[src/rtl/front_panel_loader.sv]
// Front-panel loader: debounced buttons, switch deposit into program memory, CPU start/halt sequencing.
// Optional single-step state enabled by defining FRONT_PANEL_STEP_EN.
module front_panel_loader #(
   parameter int ADDR_W    = 4,
   parameter int DATA_W    = 8,
   parameter int DEB_CYC   = 16,
   parameter int START_CYC = 2
) (
   input  logic              clk,
   input  logic              reset,
   input  logic [DATA_W-1:0] switches,
   input  logic              btn_addr,
   input  logic              btn_dep,
   input  logic              btn_run,
   input  logic              btn_halt,
   input  logic              btn_step,
   input  logic              start_FETCH,
   output logic [ADDR_W-1:0] panel_addr,
   output logic [DATA_W-1:0] panel_data,
   output logic              panel_bus,
   output logic              CS,
   output logic              WE,
   output logic              Ac,
   output logic              turn_ON,
   output logic              start_computer,
   output logic              status,
   output logic              busy,
   output logic [3:0]        dbg_state_o
);

   localparam int NB = 5;
   localparam int DW = $clog2(DEB_CYC) + 1;
   localparam int TW = 16;

   localparam logic [3:0] IDLE  = 4'd0;
   localparam logic [3:0] SETUP = 4'd1;
   localparam logic [3:0] WRITE = 4'd2;
   localparam logic [3:0] HOLD  = 4'd3;
   localparam logic [3:0] DONE  = 4'd4;
   localparam logic [3:0] CLR   = 4'd5;
   localparam logic [3:0] START = 4'd6;
   localparam logic [3:0] RUN   = 4'd7;
   localparam logic [3:0] STEP  = 4'd8;

   logic          step_raw;
   logic [NB-1:0] raw;
   logic [NB-1:0] s1_q, s2_q, lvl_q, evt_q;
   logic [DW-1:0] cnt_q [NB];

`ifdef FRONT_PANEL_STEP_EN
   assign step_raw = btn_step;
`else
   logic unused_step_ok;
   assign step_raw       = 1'b0;
   assign unused_step_ok = &{1'b0, btn_step, start_FETCH};
`endif

   // bit order: 0 addr, 1 dep, 2 run, 3 halt, 4 step
   assign raw = {step_raw, btn_halt, btn_run, btn_dep, btn_addr};

   always_ff @(posedge clk or negedge reset) begin
      if (!reset) begin
         s1_q  <= '0;
         s2_q  <= '0;
         lvl_q <= '0;
         evt_q <= '0;
         for (int i = 0; i < NB; i++) cnt_q[i] <= '0;
      end else begin
         s1_q <= raw;
         s2_q <= s1_q;
         for (int i = 0; i < NB; i++) begin
            evt_q[i] <= 1'b0;
            if (s2_q[i] == lvl_q[i]) begin
               cnt_q[i] <= '0;
            end else if (cnt_q[i] == DW'(DEB_CYC - 1)) begin
               // DEB_CYC-th consecutive differing sample: accept the new level
               cnt_q[i] <= '0;
               lvl_q[i] <= s2_q[i];
               evt_q[i] <= s2_q[i];
            end else begin
               cnt_q[i] <= cnt_q[i] + 1'b1;
            end
         end
      end
   end

   logic ev_halt, ev_step, ev_run, ev_addr, ev_dep;
   assign ev_halt = evt_q[3];
   assign ev_step = evt_q[4] & ~evt_q[3];
   assign ev_run  = evt_q[2] & ~|evt_q[4:3];
   assign ev_addr = evt_q[0] & ~|evt_q[4:2];
   assign ev_dep  = evt_q[1] & ~|{evt_q[4:2], evt_q[0]};

   logic [3:0]        state_q, state_d;
   logic [ADDR_W-1:0] addr_q, addr_d;
   logic [DATA_W-1:0] data_q, data_d;
   logic [TW-1:0]     tmr_q, tmr_d;
   logic              ton_q, ton_d;

   always_comb begin
      state_d = state_q;
      addr_d  = addr_q;
      data_d  = data_q;
      tmr_d   = '0;
      case (state_q)
         IDLE: begin
            if (ev_step) begin
`ifdef FRONT_PANEL_STEP_EN
               state_d = STEP;
`endif
            end else if (ev_run) begin
               state_d = CLR;
            end else if (ev_addr) begin
               addr_d = switches[ADDR_W-1:0];
            end else if (ev_dep) begin
               data_d  = switches;
               state_d = SETUP;
            end
         end
         SETUP: state_d = WRITE;
         WRITE: begin
            if (tmr_q == TW'(1)) state_d = HOLD;
            else tmr_d = tmr_q + 1'b1;
         end
         HOLD: state_d = DONE;
         DONE: begin
            addr_d  = addr_q + 1'b1;
            state_d = IDLE;
         end
         CLR: state_d = START;
         START: begin
            if (tmr_q == TW'(START_CYC - 1)) state_d = RUN;
            else tmr_d = tmr_q + 1'b1;
         end
         RUN: if (ev_halt) state_d = IDLE;
`ifdef FRONT_PANEL_STEP_EN
         STEP: if (ev_halt || start_FETCH) state_d = IDLE;
`endif
         default: state_d = IDLE;
      endcase
      ton_d = (state_d == CLR);
   end

   always_ff @(posedge clk or negedge reset) begin
      if (!reset) begin
         state_q <= IDLE;
         addr_q  <= '0;
         data_q  <= '0;
         tmr_q   <= '0;
         ton_q   <= 1'b1;
      end else begin
         state_q <= state_d;
         addr_q  <= addr_d;
         data_q  <= data_d;
         tmr_q   <= tmr_d;
         ton_q   <= ton_d;
      end
   end

   logic drive;
   assign drive          = (state_q == SETUP) || (state_q == WRITE) || (state_q == HOLD);
   assign panel_addr     = addr_q;
   assign panel_data     = data_q;
   assign panel_bus      = drive;
   assign CS             = ~drive;
   assign WE             = ~(state_q == WRITE);
   assign Ac             = drive;
   assign turn_ON        = ton_q;
   assign start_computer = (state_q == START);
   // halt during a step drops the fetch gate in the same cycle
   assign status         = (state_q == RUN) || ((state_q == STEP) && !ev_halt);
   assign busy           = drive || (state_q == DONE) || (state_q == CLR) || (state_q == START);
   assign dbg_state_o    = state_q;

endmodule

[config.mk]
export PLATFORM = sky130hd
export DESIGN_NAME = front_panel_loader
export DESIGN_NICKNAME = d
export VERILOG_FILES = /design/src/rtl/front_panel_loader.sv
export SDC_FILE = /design/constraint.sdc
export NUM_CORES = 1
export LEC_CHECK = 0
export ABC_AREA = 1
export ABC_CLOCK_PERIOD_IN_PS = 1550
export CAP_MARGIN = 5
export CELL_PAD_IN_SITES_DETAIL_PLACEMENT = 2
export CELL_PAD_IN_SITES_GLOBAL_PLACEMENT = 2
export CORE_MARGIN = 2
export CORE_UTILIZATION = 34
export DETAILED_ROUTE_END_ITERATION = 8
export PLACE_DENSITY_LB_ADDON = 0.3
export SYNTH_ARGS = -nofsm -noshare
export SYNTH_HDL_FRONTEND = slang
export SYNTH_SLANG_ARGS = --single-unit
[constraint.sdc]
create_clock -name clk -period 1.55 [get_ports clk]
set_input_delay 0.2325 -clock clk [delete_from_list [all_inputs] [get_ports clk]]
set_output_delay 0.2325 -clock clk [all_outputs]
set_load 0.02 [all_outputs]
== Word level (Yosys, flattened, before mapping) ==
Cells that the tools add are included.

* Input port bits: 16
* Flip-flop bits (word level): 69
* Output and inout bits: 24
* Logic and storage cells: 102

* Reduce and logical (&&, ||, !) cells: 21
* Equal/unequal tests: 20
* Add/sub/neg operators: 6
* Bitwise gates (word level): 11
* Muxes and demuxes: 28

{| class="wikitable"
|+ Operators by type and width
! kind !! count
|-
| $mux W5 || 8
|-
| $mux W16 || 2
|-
| $mux W4 || 8
|-
| $pmux W4 S7 || 1
|-
| $add A5 B1 Y5 const B || 4
|-
| $eq A4 B3 Y1 const B || 5
|-
| $eq A5 B4 Y1 const B || 4
|-
| $add A16 B1 Y16 const B || 1
|-
| $eq A16 B1 Y1 const B || 1
|-
| $eq A4 B2 Y1 const B || 2
|-
| $mux W1 || 8
|-
| $not A1 Y1 || 8
|-
| $pmux W4 S2 || 1
|-
| $reduce_and A2 Y1 || 4
|-
| $logic_or A1 B1 Y1 || 6
|-
| $add A4 B1 Y4 const B || 1
|-
| $eq A1 B1 Y1 || 4
|-
| $eq A4 B1 Y1 const B || 1
|-
| $eq A4 B4 Y1 const B || 1
|-
| $logic_not A4 Y1 || 1
|-
| $ne A2 B2 Y1 const B || 2
|-
| $reduce_and A4 Y1 || 1
|-
| $reduce_or A2 Y1 || 2
|-
| $and A1 B1 Y1 || 3
|-
| other kinds (5) || 7
|}

== Longest topological paths before layout ==
Gate-level depths: netlist (run 1).

* Depth after elaboration: 8
* Depth in mapped cells: 8
* Depth with buffers taken out: 8

== Least setup slack after synthesis (run 1) ==
Ideal clock, no wire load.

* Kind: register -> output
* From: reg state_q[3], in the netlist dbg_state_o[3]
* To: out busy
* Path slack: -0.217 ns
* Stages on the path, launching flop included: 6
* Data required time: 1.317 ns
* Arrival: 1.535 ns
* Buffers on the path: 0
* Path through: dfrtp_1 > nor2_4 > inv_1 > nor2_1 > inv_1 > nand2_1

* Longest elaborated chain between the ends: 6
* Elaborated cells between the ends (all ways): 11
* Those cells by class: 6 x eq/ne; 5 x reduce/logical

{| class="wikitable"
|+ Ends and longest elaborated chain
! item !! RTL line !! source
|-
| from (decl) || 94 || <nowiki>logic [3:0] state_q, state_d;</nowiki>
|-
| from (signal assigned) || 152 || <nowiki>state_q <= state_d;</nowiki>
|-
| $eq A4 B1 Y1 / $eq A4 B2 Y1 (equally long branches) || 161 || <nowiki>assign drive = (state_q == SETUP) || (state_q == WRITE) || (state_q == HOLD);</nowiki>
|-
| $logic_or A1 B1 Y1 || 161 ||
|-
| $logic_or A1 B1 Y1 * || 161 ||
|-
| net Ac || 23 || <nowiki>output logic Ac,</nowiki>
|-
| $logic_or A1 B1 Y1 * (3 in series) || 172 || <nowiki>assign busy = drive || (state_q == DONE) || (state_q == CLR) || (state_q == START);</nowiki>
|-
| to (decl) || 27 || <nowiki>output logic busy,</nowiki>
|}

Mark *: on every way through the listed nets, which the timed path passes. The rest lies on a longest branch.

== Worst setup path after layout (run 1) ==
* From: reg state_q[3], in the netlist dbg_state_o[3]
* To: out busy

* Longest elaborated chain between the ends: 6
* Elaborated cells between the ends (all ways): 11
* Those cells by class: 6 x eq/ne; 5 x reduce/logical

{| class="wikitable"
|+ Ends and longest elaborated chain
! item !! RTL line
|-
| $eq A4 B1 Y1 / $eq A4 B2 Y1 (equally long branches) || 161
|-
| $logic_or A1 B1 Y1 (2 in series) || 161
|-
| $logic_or A1 B1 Y1 (2 in series) || 172
|-
| $logic_or A1 B1 Y1 * || 172
|}

Mark *: on every way between the ends. The rest lies on a longest branch, timed or not.

==> impl_metrics.env, run 1 <==
export IMPL_tightest_slew_ns=0.556
export IMPL_dp_hpwl_um=7050
export IMPL_grt_pass1_vias=3173
export IMPL_ant_nets=0
export IMPL_worstPathCellList="nor2_4 > inv_2 > nor2_4 > inv_2 > nand2_2 > buf_6"
export IMPL_num_rows=35
export IMPL_port_buffers=37
export IMPL_core_area_sq_mm=0.00928
export IMPL_status="finished with violations"
export IMPL_crit_family="flip-flops"
export IMPL_max_freq_ghz=0.602
export IMPL_place_gp_congestion=0.780
export IMPL_syn_inst=377
export IMPL_antenna_found_initial=0
export IMPL_crit_type="reg2out"
export IMPL_netlist_area_sq_mm=0.00328
export IMPL_cap_violations=0
export IMPL_period_share_pct=107
export IMPL_ios=40
export IMPL_vias=2859
export IMPL_numCtsBuffers=9
export IMPL_grt_overflow=0
export IMPL_power_uw=3640
export IMPL_drt_iter0_drc=101
export IMPL_instances_no_fill=580
export IMPL_startpoint_type="flop"
export IMPL_nFillCells=1045
export IMPL_dp_cells=559
export IMPL_grt_pass1_wl_um=16200
export IMPL_die_area_sq_mm=0.0104
export IMPL_ys_seq_area_share_pct=52.7
export IMPL_firstDrtPassIters=4
export IMPL_path_clk_slew_ns=0.08
export IMPL_setup_viol=5
export IMPL_leakagePower_uw=0.00201
export IMPL_cp_required_ns=1.32
export IMPL_htree_num_levels=3
export IMPL_die_x_um=102
export IMPL_synth_seq_cells=69
export IMPL_cts_tree="yes"
export IMPL_ctsRootBufferMaster="clkbuf_8"
export IMPL_peakVddDrop_mv=0.374
export IMPL_area_delta_synth_final_pct=29.7
export IMPL_detail_route_wl_per_cell_um=17.8
export IMPL_drive_gt1_share_pct=23.3
export IMPL_yosysWarnings=0
export IMPL_seqCellArea_sq_mm=0.00173
export IMPL_grt_max_degree=27
export IMPL_num_antenna_cells=0
export IMPL_hold_path_class="in2reg"
export IMPL_clock_path_buffers=2
export IMPL_hold_viol_final=0
export IMPL_initial_core_util_pct=35.3
export IMPL_powerDensity_mw_per_mm2=858
export IMPL_grt_setup_unrepaired="true"
export IMPL_multi_input_area_sq_mm=0.00140
export IMPL_slew_viol_final=0
export IMPL_post_route_min_period_ns=1.66
export IMPL_finClkSkew_ns=0.0114
export IMPL_postSynthAreaPerCell_sq_um=8.69
export IMPL_setup_slack_ns=-0.111
export IMPL_slowest_delay_ns=0.45
export IMPL_die_y_um=102
export IMPL_viasPerCell=4.93
export IMPL_crit_buf_inv=3
export IMPL_dp_slack_ns=-0.208
export IMPL_synth_fp_nets=400
export IMPL_fin_nets=469
export IMPL_crit_slowest_cell="dfrtp_2"
export IMPL_cts_sinks=69
export IMPL_crit_path_end_kind="output port"
export IMPL_crit_path_max_fanout=3
export IMPL_violations="setup timing"
export IMPL_slew_headroom_pct=62.9
export IMPL_netlist_cell_type_count=32
export IMPL_grtUsageTotal_pct=20.6
export IMPL_arrival_ns=1.43
export IMPL_insertion_delay_ns=0.36
export IMPL_wl_um=10300
export IMPL_tns_ns=-0.345
export IMPL_drc=0
-- routing by layer --
layer  vias up  wire [um]  share of wire (%)  GRT usage [%]
li1       1332          -                  -              -
met1      1478       4400                 43           24.8
met2        34       5510                 53           36.5
met3        15        235                2.3           4.24
met4         0        173                1.7           7.69
met5         -          0                  0              0
-- sequential cells by signal, summed over array words and instances, names as in the netlist --
| name | cells |
|---|---|
| turn_ON | 1 |
| tmr_q | 16 |
| dbg_state_o | 4 |
| s2_q | 4 |
| cnt_q | 20 |
| panel_data | 8 |
| s1_q | 4 |
| panel_addr | 4 |
| evt_q | 4 |
| lvl_q | 4 |
-- Yosys cell counts --
cell | n | area, sq um
nand2_1 | 86 | 323
dfstp_2 | 1 | 26.3
conb_1 | 1 | 3.75
nor2_1 | 54 | 203
o21ai_2 | 9 | 78.8
nand2_4 | 2 | 22.5
ha_1 | 7 | 87.6
buf_2 | 1 | 5.00
nor3_2 | 3 | 30.0
nand2_2 | 2 | 12.5
dfrtp_1 | 68 | 1700
o21ai_0 | 8 | 40.0
nand3_2 | 2 | 20.0
o22ai_1 | 1 | 6.26
a21oi_1 | 2 | 10.0
or2_2 | 5 | 31.3
buf_4 | 1 | 7.51
xor2_1 | 6 | 52.6
inv_2 | 3 | 11.3
o211ai_1 | 2 | 15.0
buf_6 | 1 | 11.3
clkinv_2 | 1 | 5.00
nor2_2 | 8 | 50.1
o21ai_1 | 6 | 30.0
nor2_4 | 3 | 33.8
nand4_1 | 11 | 68.8
inv_1 | 48 | 180
nor3b_2 | 1 | 12.5
nor3_1 | 9 | 45.0
xnor2_1 | 4 | 35.0
nand3_1 | 20 | 100
nand3_4 | 1 | 17.5
-- power by group --
group / switching, uW / total [uW] / internal [uW]
Clock: 750 / 1580 / 834
Combinational: 109 / 197 / 87.6
Sequential: 26.7 / 1860 / 1840
Total: 886 / 3640 / 2760
-- worst paths after layout --
| check | cells after the start | startpoint | slack, ns | endpoint |
|---|---|---|---|---|
| max in group asynchronous | 3 | reset | 0.59 | dbg_state_o[1] |
| min in group asynchronous | 2 | reset | 0.39 | tmr_q[13] |
| worst max-delay path | 6 | dbg_state_o[3] | -0.11 | busy |
| worst min register to register | 0 | s1_q[3] | 0.35 | s2_q[3] |
| worst min-delay path | 1 | btn_dep | 0.31 | s1_q[1] |
| worst max register to register | 6 | dbg_state_o[3] | 0.04 | tmr_q[5] |
-- layout by cell type, fill, tap and decap left out, drive strengths merged --
cell type | synthesis | final
a21oi | 2 | 2
buf | 3 | 31
bufinv | 0 | 1
clkbuf | 0 | 12
clkdlybuf4s15 | 0 | 1
clkdlybuf4s50 | 0 | 12
clkinv | 1 | 4
conb | 1 | 1
dfrtp | 68 | 68
dfstp | 1 | 1
dlygate4sd2 | 0 | 14
dlygate4sd3 | 0 | 1
ha | 7 | 7
inv | 51 | 52
nand2 | 90 | 90
nand3 | 23 | 24
nand4 | 11 | 11
nor2 | 65 | 65
nor3 | 12 | 12
nor3b | 1 | 1
o211ai | 2 | 2
o21ai | 23 | 23
o22ai | 1 | 1
or2 | 5 | 5
xnor2 | 4 | 4
xor2 | 6 | 6
-- layout make-up --
| class | count | share of cell area (%) |
|---|---|---|
| Sequential cell | 69 | 40.8 |
| Multi-Input combinational cell | 254 | 32.9 |
| Timing Repair Buffer | 60 | 13.0 |
| Inverter | 52 | 4.62 |
| Tap cell | 129 | 3.80 |
| Clock buffer | 11 | 3.56 |
| Clock inverter | 5 | 1.35 |
-- logic make-up (layout without fill, tap and decap cells) --
logic type	Yosys count	in the layout	synth area share (%)
compound gates	28	28	5.50
xor+xnor	10	10	2.67
buf+inv	55	128	6.72
other cells	1	1	0.114
fa+ha+maj	7	7	2.67
simple gates	207	208	29.6
flops	69	69	52.7
-- timing repair --
| item | in CTS | in global routing |
|---|---|---|
| setup buffers | 2 | 2 |
| resized for setup | 66 | 19 |
| endpoints found under the setup margin | 24 | 16 |
| cloned | 0 | 1 |
| pin swaps | 3 | 4 |
| endpoints found under the hold margin | 17 | 0 |
| hold buffers | 1 | 0 |
-- metrics by stage --
step	area [sq um]	utilization [%]	hold slack [ns]
floorplan	3280	-	-0.0631
global placement	3960	42.6	0.245
detailed placement	3960	42.6	0.254
CTS	4170	44.9	0.287
global route	4250	45.8	0.296
finish	4250	45.8	0.307
Note: power is estimated with default switching activity, not from simulation.
==> inputs of run 2 (changes only) <==
- CORE_UTILIZATION: 34 -> 30
==> run 2 against run 1 <==
  * The flow still finishes with violations (setup timing)
  * Highest routed layer unchanged
  * Critical path type unchanged
  * Final cell count rose by 2.8%
  * Register-to-register slack barely moved
  * Utilization fell by 5.3 points
==> impl_metrics.env, run 2 (synthesis gave the netlist of run 1 again) <==
export IMPL_viasPerCell=4.70
export IMPL_grt_setup_unrepaired="true"
export IMPL_powerDensity_mw_per_mm2=868
export IMPL_p_switching_uw=900
export IMPL_crit_slowest_cell="dfrtp_2"
export IMPL_vias=2799
export IMPL_die_y_um=109
export IMPL_ios=40
export IMPL_core_area_sq_mm=0.0107
export IMPL_status="finished with violations"
export IMPL_port_buffers=37
export IMPL_leakagePower_uw=0.00203
export IMPL_crit_path_max_fanout=4
export IMPL_insertion_delay_ns=0.36
export IMPL_numCtsBuffers=9
export IMPL_max_freq_ghz=0.616
export IMPL_firstDrtPassIters=4
export IMPL_instances_no_fill=596
export IMPL_die_area_sq_mm=0.0118
export IMPL_dp_hpwl_um=6750
export IMPL_grt_overflow=0
export IMPL_clockPowerShare_pct=45.4
export IMPL_p_int_uw=2870
export IMPL_setup_viol=5
export IMPL_arrival_ns=1.39
export IMPL_crit_top_cell="buf_4"
export IMPL_ant_nets=0
export IMPL_drive_gt1_share_pct=24.6
export IMPL_grt_max_degree=25
export IMPL_ctsRootBufferMaster="clkbuf_8"
export IMPL_crit_type="reg2out"
export IMPL_slew_viol_final=0
export IMPL_clock_path_buffers=2
export IMPL_path_clk_slew_ns=0.09
export IMPL_dp_cells=572
export IMPL_finClkSkew_ns=0.0111
export IMPL_initial_core_util_pct=30.5
export IMPL_drt_iter0_drc=80
export IMPL_worstPathCellList="buf_4 > buf_4 > nand3_1 > o22ai_2 > buf_6"
export IMPL_tns_ns=-0.326
export IMPL_regMostFlops="cnt_q"
export IMPL_comb_power_share_pct=5.3
export IMPL_final_common_cell="nand2_1"
export IMPL_violations="setup timing"
export IMPL_cts_tree="yes"
export IMPL_crit_path_end_kind="output port"
export IMPL_grt_pass1_vias=3212
export IMPL_power_uw=3770
export IMPL_hold_path_class="in2async"
export IMPL_setup_slack_ns=-0.0738
export IMPL_area_delta_synth_final_pct=32.6
export IMPL_slowest_delay_ns=0.45
export IMPL_antenna_found_initial=0
export IMPL_grtUsageTotal_pct=17.7
export IMPL_detail_route_wl_per_cell_um=16.5
export IMPL_htree_num_levels=3
export IMPL_startpoint_type="flop"
export IMPL_cap_violations=0
export IMPL_wl_um=9840
export IMPL_drc=0
export IMPL_cp_required_ns=1.32
export IMPL_fin_nets=474
export IMPL_switching_share_pct=23.9
export IMPL_cts_sinks=69
export IMPL_hold_ws_ns=0.301
export IMPL_num_rows=38
export IMPL_largest_register_ffs=20
export IMPL_grt_pass1_wl_um=15900
export IMPL_layout_common_cells="nand2_1 (82), dfrtp_1 (64), nor2_1 (52)"
export IMPL_peakVddDrop_mv=0.523
export IMPL_seqPwrFrac_pct=49.4
export IMPL_nFillCells=1220
export IMPL_period_share_pct=105
export IMPL_crit_family="flip-flops"
export IMPL_num_antenna_cells=0
export IMPL_post_route_min_period_ns=1.62
export IMPL_crit_buf_inv=3
export IMPL_hold_viol_final=0
export IMPL_die_x_um=109
export IMPL_place_gp_congestion=0.782
## run 2: what timing repair did
item | in CTS | in global routing
pin swaps | 3 | 2
hold buffers | 1 | 0
setup endpoints to repair | 24 | 26
setup buffers | 5 | 2
hold endpoints to repair | 7 | 0
gates cloned | 0 | 2
gates resized for setup | 67 | 25
## run 2: power groups by stage
stage | clock (uW) | combinational (uW) | sequential, uW
after floorplan | 0 | 69.6 | 1890
after global placement | 0 | 183 | 1890
after detailed placement | 0 | 192 | 1900
after CTS | 1750 | 200 | 1860
after global routing | 1840 | 226 | 1870
final | 1710 | 199 | 1860
## run 2: routing by layer
metal  vias to the layer above  GRT usage (%)  share of wire [%]
li1                       1338              -                  -
met1                      1425           20.7                 45
met2                        24           32.2                 52
met3                        12           2.53                1.5
met4                         0           7.14                2.0
met5                         -              0                  0
## run 2: cell type report
| cell class | instances | area, sq um | share of cell area [%] |
|---|---|---|---|
| clock buffers | 10 | 138 | 3.17 |
| clock inverters | 6 | 86.3 | 1.99 |
| inverters | 52 | 199 | 4.58 |
| multi-input cells | 255 | 1420 | 32.7 |
| flip-flops and latches | 69 | 1730 | 39.9 |
| well taps | 140 | 175 | 4.03 |
| repair buffers | 64 | 596 | 13.7 |
## run 2: worst paths after layout
kind	start	to	slack (ns)	depth (start not counted)
max reg2reg	dbg_state_o[1]	panel_data[5]	0.04	8
min	reset	panel_data[1]	0.30	2
min in group clk	btn_addr	s1_q[0]	0.31	1
max in group asynchronous	reset	turn_ON	0.75	3
max	dbg_state_o[3]	status	-0.07	5
min reg2reg	s1_q[1]	s2_q[1]	0.35	0
## run 2: stage by stage
step           cell area [sq um]  utilization [%]  worst slack (ns)
2_1_floorplan               3280                -            0.0421
3_3_place_gp                4000             37.2            -0.129
3_5_place_dp                4000             37.2            -0.168
4_1_cts                     4260             39.6            -0.116
5_1_grt                     4350             40.4            -0.136
6_report                    4350             40.4           -0.0738
==> inputs of run 3 (changes only) <==
- CORE_MARGIN: 2 -> default
==> run 3 against run 2 <==
  * Total power increased by 0.14%
  * Register-to-register slack about the same
  * Clock power about the same
  * The flow still finishes with violations (setup timing)
  * Hold slack improved by 0.0083 ns
  * Design area decreased by 1.8%
  * Critical endpoint is now panel_bus
==> impl_metrics.env, run 3 (synthesis gave the netlist of run 1 again) <==
export IMPL_peakVddDrop_mv=0.517
export IMPL_powerDensity_mw_per_mm2=885
export IMPL_dp_cells=565
export IMPL_num_antenna_cells=0
export IMPL_regMostFlops="cnt_q"
export IMPL_htree_num_levels=3
export IMPL_die_y_um=107
export IMPL_worstPathCellList="nor2_4 > inv_2 > nor2_4 > buf_6 > buf_6 > buf_6"
export IMPL_grt_pass1_wl_um=15600
export IMPL_initial_core_util_pct=31.3
export IMPL_post_route_min_period_ns=1.63
export IMPL_cts_sinks=69
export IMPL_status="finished with violations"
export IMPL_vias=2734
export IMPL_area_delta_synth_final_pct=30.2
export IMPL_r2r_start="dbg_state_o[0]"
export IMPL_insertion_delay_ns=0.36
export IMPL_leakagePower_uw=0.00200
export IMPL_crit_top_cell="buf_6"
export IMPL_setup_worst_path_start="dbg_state_o[2]"
export IMPL_grt_pass1_vias=3105
export IMPL_antenna_found_initial=0
export IMPL_setup_viol=4
export IMPL_cts_tree="yes"
export IMPL_setup_slack_ns=-0.0845
export IMPL_drive_gt1_share_pct=22.2
export IMPL_endpoint="panel_bus"
export IMPL_finalInstanceArea_sq_mm=0.00427
export IMPL_crit_type="reg2out"
export IMPL_grt_setup_unrepaired="true"
export IMPL_numCtsBuffers=9
export IMPL_hold_path_class="in2reg"
export IMPL_port_buffers=37
export IMPL_path_clk_slew_ns=0.08
export IMPL_ant_nets=0
export IMPL_drt_iter0_drc=67
export IMPL_instances_no_fill=587
export IMPL_slowest_delay_ns=0.44
export IMPL_num_rows=37
export IMPL_crit_slowest_cell="dfrtp_1"
export IMPL_crit_path_max_fanout=3
export IMPL_ios=40
export IMPL_detail_route_wl_per_cell_um=16.3
export IMPL_place_gp_congestion=0.767
export IMPL_slew_viol_final=0
export IMPL_viasPerCell=4.66
export IMPL_max_freq_ghz=0.612
export IMPL_dp_hpwl_um=6510
export IMPL_wl_um=9550
export IMPL_core_area_sq_mm=0.0105
export IMPL_placed_area_sq_mm=0.00394
export IMPL_clock_path_buffers=2
export IMPL_regToRegSetupSlack_ns=0.03
export IMPL_period_share_pct=105
export IMPL_firstDrtPassIters=4
export IMPL_tns_ns=-0.255
export IMPL_grtUsageTotal_pct=18.2
export IMPL_largest_register_ffs=20
export IMPL_cap_violations=0
export IMPL_ctsRootBufferMaster="clkbuf_8"
export IMPL_cp_required_ns=1.32
export IMPL_die_x_um=107
export IMPL_violations="setup timing"
export IMPL_finClkSkew_ns=0.0122
export IMPL_crit_path_end_kind="output port"
export IMPL_fin_nets=469
export IMPL_rr_worst_depth=9
export IMPL_die_area_sq_mm=0.0113
export IMPL_hold_ws_ns=0.309
export IMPL_startpoint_type="flop"
export IMPL_final_common_cell="nand2_1"
export IMPL_grt_overflow=0
export IMPL_arrival_ns=1.40
export IMPL_timing_rr_end="dbg_state_o[0]"
export IMPL_drc=0
export IMPL_layout_common_cells="nand2_1 (85), dfrtp_1 (65), nor2_1 (52)"
export IMPL_finish_utilization_pct=40.8
export IMPL_grt_max_degree=70
export IMPL_hold_viol_final=0
[run 3: cell types whose count changed in the layout (fill, tap and decap cells not counted), moves of 2 or more]
cell | before | now
buf_4 | 22 | 18
nand2_1 | 82 | 85
buf_12 | 3 | 1
clkinv_2 | 3 | 1
dlygate4sd2_1 | 13 | 15
inv_6 | 0 | 2
nand2_2 | 5 | 3
[run 3: power breakdown]
part | total [uW] | internal, uW | leakage, uW | switching (uW)
logic | 182 | 79.1 | 0.00102 | 103
clock network | 1740 | 931 | 0.000112 | 806
registers | 1860 | 1840 | 0.000862 | 24.4
total | 3780 | 2850 | 0.00200 | 933
[run 3: repair_timing]
action | in CTS | in global routing
gates resized for setup | 67 | 9
hold endpoints to repair | 68 | 0
hold buffers | 1 | 0
buffers inserted | 5 | 0
pin swaps | 2 | 3
cloned | 0 | 1
setup endpoints to repair | 24 | 20
[run 3: metrics by stage]
step / setup WS, ns / power (uW)
final: -0.0845 / 3780
after global placement: -0.107 / 2060
after detailed placement: -0.196 / 2070
after CTS: -0.114 / 3840
after floorplan: 0.0421 / 1960
after global routing: -0.145 / 3930
[run 3: metal layers]
| metal | part of all wire [%] | wire length, um | track usage (%) |
|---|---|---|---|
| met2 | 53 | 5060 | 33.5 |
| met3 | 2.2 | 214 | 4.35 |
| met5 | 0 | 0 | 0 |
| met4 | 1.2 | 112 | 5.28 |
| met1 | 44 | 4160 | 20.8 |
[run 3: final cells by class]
cell class / count / area, sq um
clock buffer: 9 / 124
clock inverter: 7 / 105
fill: 1162 / 6190
inverter: 52 / 196
multi-input combinational: 254 / 1390
sequential: 69 / 1730
tap: 136 / 170
timing repair buffer: 60 / 549
[run 3: worst min path at each step]
stage,start,slack (ns),cells after the start,to
CTS,btn_halt,0.29,1,s1_q[3]
floorplan,reset,-0.06,0,cnt_q[10]
global placement,reset,0.30,2,cnt_q[11]
finish,btn_halt,0.31,1,s1_q[3]
detailed placement,reset,0.30,2,cnt_q[11]
global route,btn_halt,0.29,1,s1_q[3]
[run 3: critical path: cells and delay by family (launching register included)]
kind | cells | cell delay [ns]
buf+inv | 4 | 0.37
flops | 1 | 0.44
simple gates | 2 | 0.23
